[config.mk]
export PLATFORM = sky130hd
export DESIGN_NAME = fetch_ctrl_flat
export DESIGN_NICKNAME = d
export VERILOG_FILES = /design/src/rtl/fetch_if.sv /design/src/rtl/fetch_ctrl.sv /design/src/flat_wrapper.sv
export SDC_FILE = /design/constraint.sdc
export NUM_CORES = 1
export LEC_CHECK = 0
export CORE_MARGIN = 2
export CORE_UTILIZATION = 40
export DETAILED_ROUTE_END_ITERATION = 7
export HOLD_SLACK_MARGIN = 0.08
export PLACE_DENSITY = 0.77
export SYNTH_ARGS = -nofsm -noshare
export SYNTH_HDL_FRONTEND = slang
export SYNTH_SLANG_ARGS = --single-unit
[constraint.sdc]
create_clock -name clk -period 2.7 [get_ports clk]
set_input_delay 0.27 -clock clk [delete_from_list [all_inputs] [get_ports clk]]
set_output_delay 0.27 -clock clk [all_outputs]
set_load 0.01 [all_outputs]
[src/rtl/fetch_if.sv]
// fetch_if: instruction-memory, redirect and instruction-queue signals of the fetch controller
interface fetch_if #(
    parameter int DEPTH = 8
);
    localparam int CW = $clog2(DEPTH) + 1;
    logic [31:0]   imem_addr;
    logic [3:0]    imem_rmask;
    logic [31:0]   imem_rdata;
    logic          imem_resp;
    logic          branch_mispredict;
    logic [31:0]   branch_target;
    logic          q_deq;
    logic          q_push;
    logic [63:0]   q_data;
    logic [CW-1:0] q_count;
    logic          flush;
    modport master (
        output imem_addr, imem_rmask, q_push, q_data, q_count, flush,
        input  imem_rdata, imem_resp, branch_mispredict, branch_target, q_deq
    );
    modport slave (
        input  imem_addr, imem_rmask, q_push, q_data, q_count, flush,
        output imem_rdata, imem_resp, branch_mispredict, branch_target, q_deq
    );
endinterface

[src/rtl/fetch_ctrl.sv]
// fetch_ctrl: single-outstanding instruction fetch into a DEPTH-entry queue; FETCH_PERF_EN adds stall/discard counters
module fetch_ctrl #(
    parameter int          DEPTH    = 8,
    parameter logic [31:0] PC_RESET = 32'h1eceb000
) (
    input logic      clk,
    input logic      rst,
    fetch_if.master  bus
`ifdef FETCH_PERF_EN
    ,
    output logic [31:0] o_stall_cycles,
    output logic [31:0] o_discard_count
`endif
);
    localparam int CW = $clog2(DEPTH) + 1;
    localparam logic [CW-1:0] L_DEPTH = CW'(DEPTH);
    typedef enum logic [1:0] {IDLE, FETCH, STALL, DISCARD} state_t;
    state_t        r_state, w_state_nx;
    logic [31:0]   r_pc, w_pc_nx;
    logic [CW-1:0] r_count, w_count_nx;
    logic          r_push;
    logic [63:0]   r_data;
    logic          w_mp, w_resp, w_accept, w_deq;
    assign w_mp   = bus.branch_mispredict;
    assign w_resp = bus.imem_resp;
    assign bus.imem_addr  = r_pc;
    assign bus.imem_rmask = (r_state == FETCH) ? 4'hF : 4'h0;
    assign bus.q_push     = r_push;
    assign bus.q_data     = r_data;
    assign bus.q_count    = r_count;
    assign bus.flush      = w_mp;
    // next state: occupancy and pc updates; a redirect wins over responses and dequeues;
    // FETCH only ever holds fewer than DEPTH entries, so an accepted response always has a slot;
    // a stale response in DISCARD ends the wait even if a further redirect arrives with it
    always_comb begin
        w_accept   = (r_state == FETCH) && w_resp && !w_mp;
        w_deq      = bus.q_deq && (r_count != '0) && !w_mp;
        w_count_nx = w_mp ? '0 : r_count + CW'(w_accept) - CW'(w_deq);
        w_pc_nx    = w_mp ? bus.branch_target : (w_accept ? r_pc + 32'd4 : r_pc);
        w_state_nx = r_state;
        case (r_state)
            IDLE:    w_state_nx = FETCH;
            FETCH:   w_state_nx = w_mp ? (w_resp ? FETCH : DISCARD) : ((w_accept && w_count_nx == L_DEPTH) ? STALL : FETCH);
            STALL:   w_state_nx = (w_mp || w_count_nx < L_DEPTH) ? FETCH : STALL;
            DISCARD: w_state_nx = w_resp ? FETCH : DISCARD;
            default: w_state_nx = IDLE;
        endcase
    end
    // state, pc, occupancy and registered enqueue strobe/payload
    always_ff @(posedge clk) begin
        if (!rst) begin
            r_state <= IDLE;
            r_pc    <= PC_RESET;
            r_count <= '0;
            r_push  <= 1'b0;
            r_data  <= '0;
        end else begin
            r_state <= w_state_nx;
            r_pc    <= w_pc_nx;
            r_count <= w_count_nx;
            r_push  <= w_accept;
            if (w_accept) r_data <= {r_pc, bus.imem_rdata};
        end
    end
`ifdef FETCH_PERF_EN
    logic [31:0] r_stall_cycles, r_discard_count;
    logic        w_drop;
    assign w_drop          = w_resp && ((r_state == FETCH && w_mp) || r_state == DISCARD);
    assign o_stall_cycles  = r_stall_cycles;
    assign o_discard_count = r_discard_count;
    // saturating counts of stalled cycles and dropped responses
    always_ff @(posedge clk) begin
        if (!rst) begin
            r_stall_cycles  <= '0;
            r_discard_count <= '0;
        end else begin
            if (r_state == STALL && !(&r_stall_cycles)) r_stall_cycles <= r_stall_cycles + 32'd1;
            if (w_drop && !(&r_discard_count)) r_discard_count <= r_discard_count + 32'd1;
        end
    end
`endif
endmodule

[src/flat_wrapper.sv]
// flat-port wrapper written by rule: the top's interface ports become plain ports
module fetch_ctrl_flat 
#(
    parameter int          DEPTH    = 8,
    parameter logic [31:0] PC_RESET = 32'h1eceb000
)
  (clk, rst, bus_imem_addr, bus_imem_rmask, bus_q_push, bus_q_data, bus_q_count, bus_flush, bus_imem_rdata, bus_imem_resp, bus_branch_mispredict, bus_branch_target, bus_q_deq);
  fetch_if #(.DEPTH(DEPTH)) bus_i ();
  input logic clk;
  input logic rst;
  output wire logic [$bits(bus_i.imem_addr)-1:0] bus_imem_addr;
  output wire logic [$bits(bus_i.imem_rmask)-1:0] bus_imem_rmask;
  output wire logic [$bits(bus_i.q_push)-1:0] bus_q_push;
  output wire logic [$bits(bus_i.q_data)-1:0] bus_q_data;
  output wire logic [$bits(bus_i.q_count)-1:0] bus_q_count;
  output wire logic [$bits(bus_i.flush)-1:0] bus_flush;
  input wire logic [$bits(bus_i.imem_rdata)-1:0] bus_imem_rdata;
  input wire logic [$bits(bus_i.imem_resp)-1:0] bus_imem_resp;
  input wire logic [$bits(bus_i.branch_mispredict)-1:0] bus_branch_mispredict;
  input wire logic [$bits(bus_i.branch_target)-1:0] bus_branch_target;
  input wire logic [$bits(bus_i.q_deq)-1:0] bus_q_deq;
  assign bus_imem_addr = bus_i.imem_addr;
  assign bus_imem_rmask = bus_i.imem_rmask;
  assign bus_q_push = bus_i.q_push;
  assign bus_q_data = bus_i.q_data;
  assign bus_q_count = bus_i.q_count;
  assign bus_flush = bus_i.flush;
  assign bus_i.imem_rdata = bus_imem_rdata;
  assign bus_i.imem_resp = bus_imem_resp;
  assign bus_i.branch_mispredict = bus_branch_mispredict;
  assign bus_i.branch_target = bus_branch_target;
  assign bus_i.q_deq = bus_q_deq;
  fetch_ctrl #(.DEPTH(DEPTH), .PC_RESET(PC_RESET)) u_core (.clk(clk), .rst(rst), .bus(bus_i));
endmodule
; ---- Yosys cells after proc, flatten, opt, wreduce, memory -nomap -nowiden
; Cells that the tools add are included.
[totals]
ff_bits = 103
latch_bits = 0
ram_bits = 0
mem_bits_ro = 0
wordCells = 32
n_memories = 0
[classes]
n_addsub = 3
multipliers = 0
n_div = 0
order_cmp = 1
n_eq_ne = 4
n_shift = 0
n_mux = 9
bitwise = 0
reduce_logical = 10
[ops]
columns = op, count
row1 = $mux 32, 2
row2 = $add 32x3->32 const B, 1
row3 = $mux 2, 4
row4 = $mux 4, 2
row5 = $pmux 2 s4, 1
row6 = $logic_and 1x1->1, 5
row7 = $add 4x1->4, 1
row8 = $eq 2x2->1 const B, 2
row9 = $eq 4x4->1 const B, 1
row10 = $lt 4x4->1 const B, 1
row11 = $reduce_bool 4->1, 1
row12 = $sub 4x1->4, 1
row13 = $eq 2x1->1 const B, 1
row14 = $logic_not 2->1, 1
row15 = $reduce_bool 2->1, 1
row16 = $logic_not 1->1, 1
row17 = $logic_or 1x1->1, 1

; ---- Longest topological paths before layout
[logic_depth]
word_depth = 11
depth_mapped = 11
ltp_nobuf = 11

; ---- Least setup slack after synthesis
; No wires, ideal clock.
[synth_timing]
path_type = input port to flip-flop
startpoint = in bus_branch_mispredict
endpoint = reg u_core.r_state[0]
setup_ns = 0.115
t_arrival_ns = 2.486
slack_ns = 0.099
stages = 11
n_path_buf = 2
path_cell_list = clkbuf_1 > buf_1 > a311oi_1 > ha_1 > inv_1 > ha_1 > fa_1 > xnor2_1 > nor4b_1 > o22ai_1 > and2_1
[synth_via]
elab_chain_cells = 10
elab_cells_between_ends = 14
classes_between = add/sub: 2 / order compare: 1 / eq/ne: 1 / mux: 5 / reduce/logical: 5
[synth_rtl]
columns = item, line
row1 = from (decl), flat_wrapper.sv:19  ; input wire logic [$bits(bus_i.branch_mispredict)-1:0] bus_branch_mispredict;
row2 = branches (longest 9 deep; another with $add 4x1->4), n/a
row3 = $pmux 2 s4 *, fetch_ctrl.sv:41  ; case (r_state)
row4 = to (signal assigned), fetch_ctrl.sv:58  ; r_state <= w_state_nx;
row5 = to (decl), fetch_ctrl.sv:18  ; state_t r_state, w_state_nx;
; Every way passes the cells marked *.
; A chain may end at the register's enable or synchronous reset.

; ---- Worst setup path after layout
[layout_timing]
startpoint = reg u_core.r_count[2] (netlist: u_core.bus.q_count[2])
endpoint = reg u_core.r_state[0]
[layout_via]
elab_chain_cells = 10
elab_cells_between_ends = 14
classes_between = add/sub: 2 / order compare: 1 / eq/ne: 1 / mux: 5 / reduce/logical: 5
[layout_rtl]
columns = item, line
row1 = from (decl), fetch_ctrl.sv:20  ; logic [CW-1:0] r_count, w_count_nx;
row2 = from (signal assigned), fetch_ctrl.sv:60  ; r_count <= w_count_nx;
row3 = branches (longest 3 deep; another with $add 4x1->4), n/a
row4 = $sub 4x1->4 *, fetch_ctrl.sv:38  ; w_count_nx = w_mp ? '0 : r_count + CW'(w_accept) - CW'(w_deq);
row5 = $mux 4 *, fetch_ctrl.sv:38
row6 = branches (longest 4 deep; another with $lt 4x4->1), n/a
row7 = $pmux 2 s4 *, fetch_ctrl.sv:41
; Marks and branches as above.

==> metrics.md <==
| Metric | Value |
|---|---|
| Register clock-pin slew on the reported worst setup and hold paths | `0.07 ns` |
| Place WS | `-0.173 ns` |
| Largest family of logic cells by synthesized area | `simple AND/OR/NAND/NOR gates` |
| Worst setup path startpoint | `u_core.bus.q_count[2]` |
| Syn-to-layout area delta | `48.8%` |
| Total wire length | `13900 µm` |
| Pwr per Cell Area | `543 mW/mm²` |
| Post-route antenna net violation count | `0` |
| Initial Util | `41.4%` |
| Final hold violation count | `0` |
| Final worst-path setup slack | `0.137 ns` |
| Vias | `4708` |
| Combinational share of power | `14.4%` |
| Worst hold start | `u_core.bus.q_data[14]` |
| Unrepaired setup endpoints after global routing | `false` |
| Core region area | `0.0109 mm²` |
| GRT overflow | `0` |
| Largest net degree at the start of global routing | `67` |
| Compound-Gate Fraction of Synth Area | `16.4%` |
| Fin crit period | `2.56 ns` |
| Distinct cells, synth | `53` |
| H-tree levels | `3` |
| Critical Path Fanout Max | `2` |
| Initial antenna violation count | `0` |
| Worst r2r src | `u_core.bus.q_count[2]` |
| Vias per cell | `5.44` |
| Drt initial violations | `271` |
| Setup Buffers After CTS | `0` |
| Fin crit share | `94.9%` |
| Layout cells sized above 1 | `6.47%` |
| DP Area | `0.00638 mm²` |
| Post-CTS resize count | `0` |
| Sw power | `0.883 mW` |
| Post-synth EDFFs | `0` |
| FF-to-FF End | `u_core.r_state[0]` |
| WL per Instance | `16.1 µm` |
| Synth warn | `0` |
| Slew Viols, Final | `0` |
| Worst skew pair latency | `0.34 ns` |
| Final core occ | `61.6%` |
| Post-synthesis mux area share | `1.10%` |
| DRT Pass-1 Iters | `5` |
| CTS Buffer Depth | `2` |
| Setup TNS | `0 ns` |
| Post-synth ARST share | `0%` |
| Fin area | `0.00674 mm²` |
| Post-DP HPWL | `9830 µm` |
| Synth Area in Simple Gates | `27.2%` |
| Critical Path AT | `2.80 ns` |
| Vias in the first global route | `4530` |
| P_leak | `2.35 nW` |
| Inserted Clock Buffers | `9` |
| Fillers | `958` |
| Fin Clk Skew | `0.00983 ns` |
| Tot GR Track Use | `22.1%` |
| WHS Path Cells | `2` |
| # nets final | `798` |
| Hold Crit Endpoint | `u_core.bus.q_data[14]` |
| Setup CP Type | `register to register` |
| Sink Count | `103` |
| Startpoint types | `register` |
| Clock root buffer | `clkbuf_16` |
| Rows | `38` |
| FF+latch count, synth | `103` |
| Synth Area per Inst | `7.99 µm²` |
| Die X | `110 µm` |
| IO Count | `175` |
| Worst-Margin Slew | `0.697 ns` |
| Cell Area, Synth | `0.00453 mm²` |
| WP data required | `2.93 ns` |
| Synth Area in Adders | `2.10%` |
| Die H | `110 µm` |
| DRC Markers | `0` |
| Sequential cell area | `0.00206 mm²` |
| Sequential share of power | `45.5%` |
| Hold WC Path Type | `register to register` |
| Synth Net Count | `643` |
| Final setup fails | `0` |
| Max-Slew Margin vs Limit | `53.5%` |
| Worst-case reg-to-reg path depth | `10` |
| Internal | `2.78 mW` |
| Antenna cell count | `0` |
| Seq/Total Area, Yosys | `45.5%` |
| Clock Power Share | `40.1%` |
| CTS tree | `built` |
| Setup slack, reg-to-reg | `0.14 ns` |
| GPL Wtd Cong | `0.813` |
| Top FF cell, synth | `dfxtp_1` |
| Switching part of the total | `24.1%` |
| Worst VDD drop | `421 µV` |
| Total of max-cap violations | `0` |
| Run status | `complete, no violations` |
| First-pass GRT wire length | `22500 µm` |
| Fmax | `390 MHz` |
| Endpoint class of the critical path | `register` |
| Footprint of the multi-input gates | `0.00224 mm²` |
| PortBufs | `174` |
| Hold buffers post-CTS | `0` |
| Synth Instances | `567` |
| Die Area | `0.0122 mm²` |
| Post-synthesis xor/xnor area fraction | `2.13%` |
cell usage after synthesis (3+ instances only):
cell	n	area, µm²
buf_4	4	30.0
nand4_1	9	56.3
nor2_1	25	93.8
a31oi_1	3	18.8
xor2_1	5	43.8
nand2_1	145	544
or3_1	3	18.8
ha_1	6	75.1
inv_1	14	52.6
nor3_1	12	60.1
buf_1	11	41.3
and4_1	6	52.6
or4_1	6	45.0
a311oi_1	6	52.6
xnor2_1	6	52.6
a211oi_1	5	37.5
and2_1	3	18.8
nor2b_1	4	25.0
mux2i_1	5	50.1
and3_1	3	18.8
nor4_1	9	56.3
nand3_1	18	90.1
a21oi_1	72	360
clkbuf_1	28	105
dfxtp_1	103	2060
o21ai_0	15	75.1
o311a_1	8	80.1
power groups by stage:
stage          clock, mW  combinational, mW  sequential, mW
3_3_place_gp           0              0.514            1.69
6_report            1.47              0.528            1.66
3_5_place_dp           0              0.525            1.70
5_1_grt             1.55              0.572            1.67
4_1_cts             1.49              0.528            1.66
2_1_floorplan          0              0.199            1.71
state kept, by name, summed over array words and instances, names as in the netlist:
name / cells
u_core.bus.q_data: 64
u_core.bus.imem_addr: 32
u_core.bus.q_count: 4
u_core.r_state: 2
u_core.bus.q_push: 1
critical path: stages (launching register included):
cell and delay (ns):
dfxtp_1 0.33, inv_1 0.06, ha_1 0.21, a311oi_2 0.28, ha_1 0.27, inv_1 0.07
ha_1 0.19, fa_1 0.45, nor4b_2 0.28, o22ai_1 0.14, and2_1 0.18
cell families after synthesis:
group                      Yosys count
muxes                                5
and+or+nand+nor                    258
buffers and inverters               60
DFF                                103
xor gates and xnor gates            11
adders and majority gates            7
AOI/OAI and AO/OA                  123
per-layer routing:
layer | part of all wire [%] | vias up | routed length [µm] | global-route usage, %
met5 | 0 | - | 0 | 0
met3 | 6.3 | 23 | 882 | 4.39
li1 | - | 2285 | - | -
met1 | 42 | 2213 | 5780 | 26.5
met2 | 50 | 187 | 6990 | 39.5
met4 | 1.9 | 0 | 260 | 7.17
cell usage in the layout (no fill, tap or decap), drive strengths merged, types with 6 or more instances in the layout:
cell type,count
nand2,145
a21oi,72
nand4,11
clkbuf,9
dfxtp,103
and4,7
clkdlybuf4s50,174
or4,7
nor4,10
o311a,8
a311oi,6
inv,14
xnor2,6
nor3,12
buf,16
o21ai,15
nand3,18
ha,6
nor2,25
how the worst max path moves through the flow:
stage / endpoint / slack [ns] / cells after the start
after floorplan: u_core.r_state[0] / 0.1 / 11
after global placement: u_core.r_state[0] / -0.06 / 8
after detailed placement: u_core.r_state[0] / -0.17 / 8
after CTS: u_core.r_state[0] / 0.09 / 11
after global routing: u_core.r_state[0] / 0.02 / 10
final: u_core.r_state[0] / 0.14 / 10
layout make-up:
class	count	share of cell area [%]
Inverter	14	0.780
Clock buffer	9	3.34
Tap cell	140	2.60
Clock inverter	6	1.63
Multi-Input combinational cell	404	33.2
Timing Repair Buffer	190	27.8
Sequential cell	103	30.6
per-stage QoR:
step,std cells,hold slack (ns),power (mW)
3_5_place_dp,851,0.447,2.22
5_1_grt,866,0.468,3.80
4_1_cts,866,0.455,3.68
3_3_place_gp,851,0.442,2.21
2_1_floorplan,567,0.406,1.91
6_report,866,0.453,3.66
(Power assumes the default switching activity.)
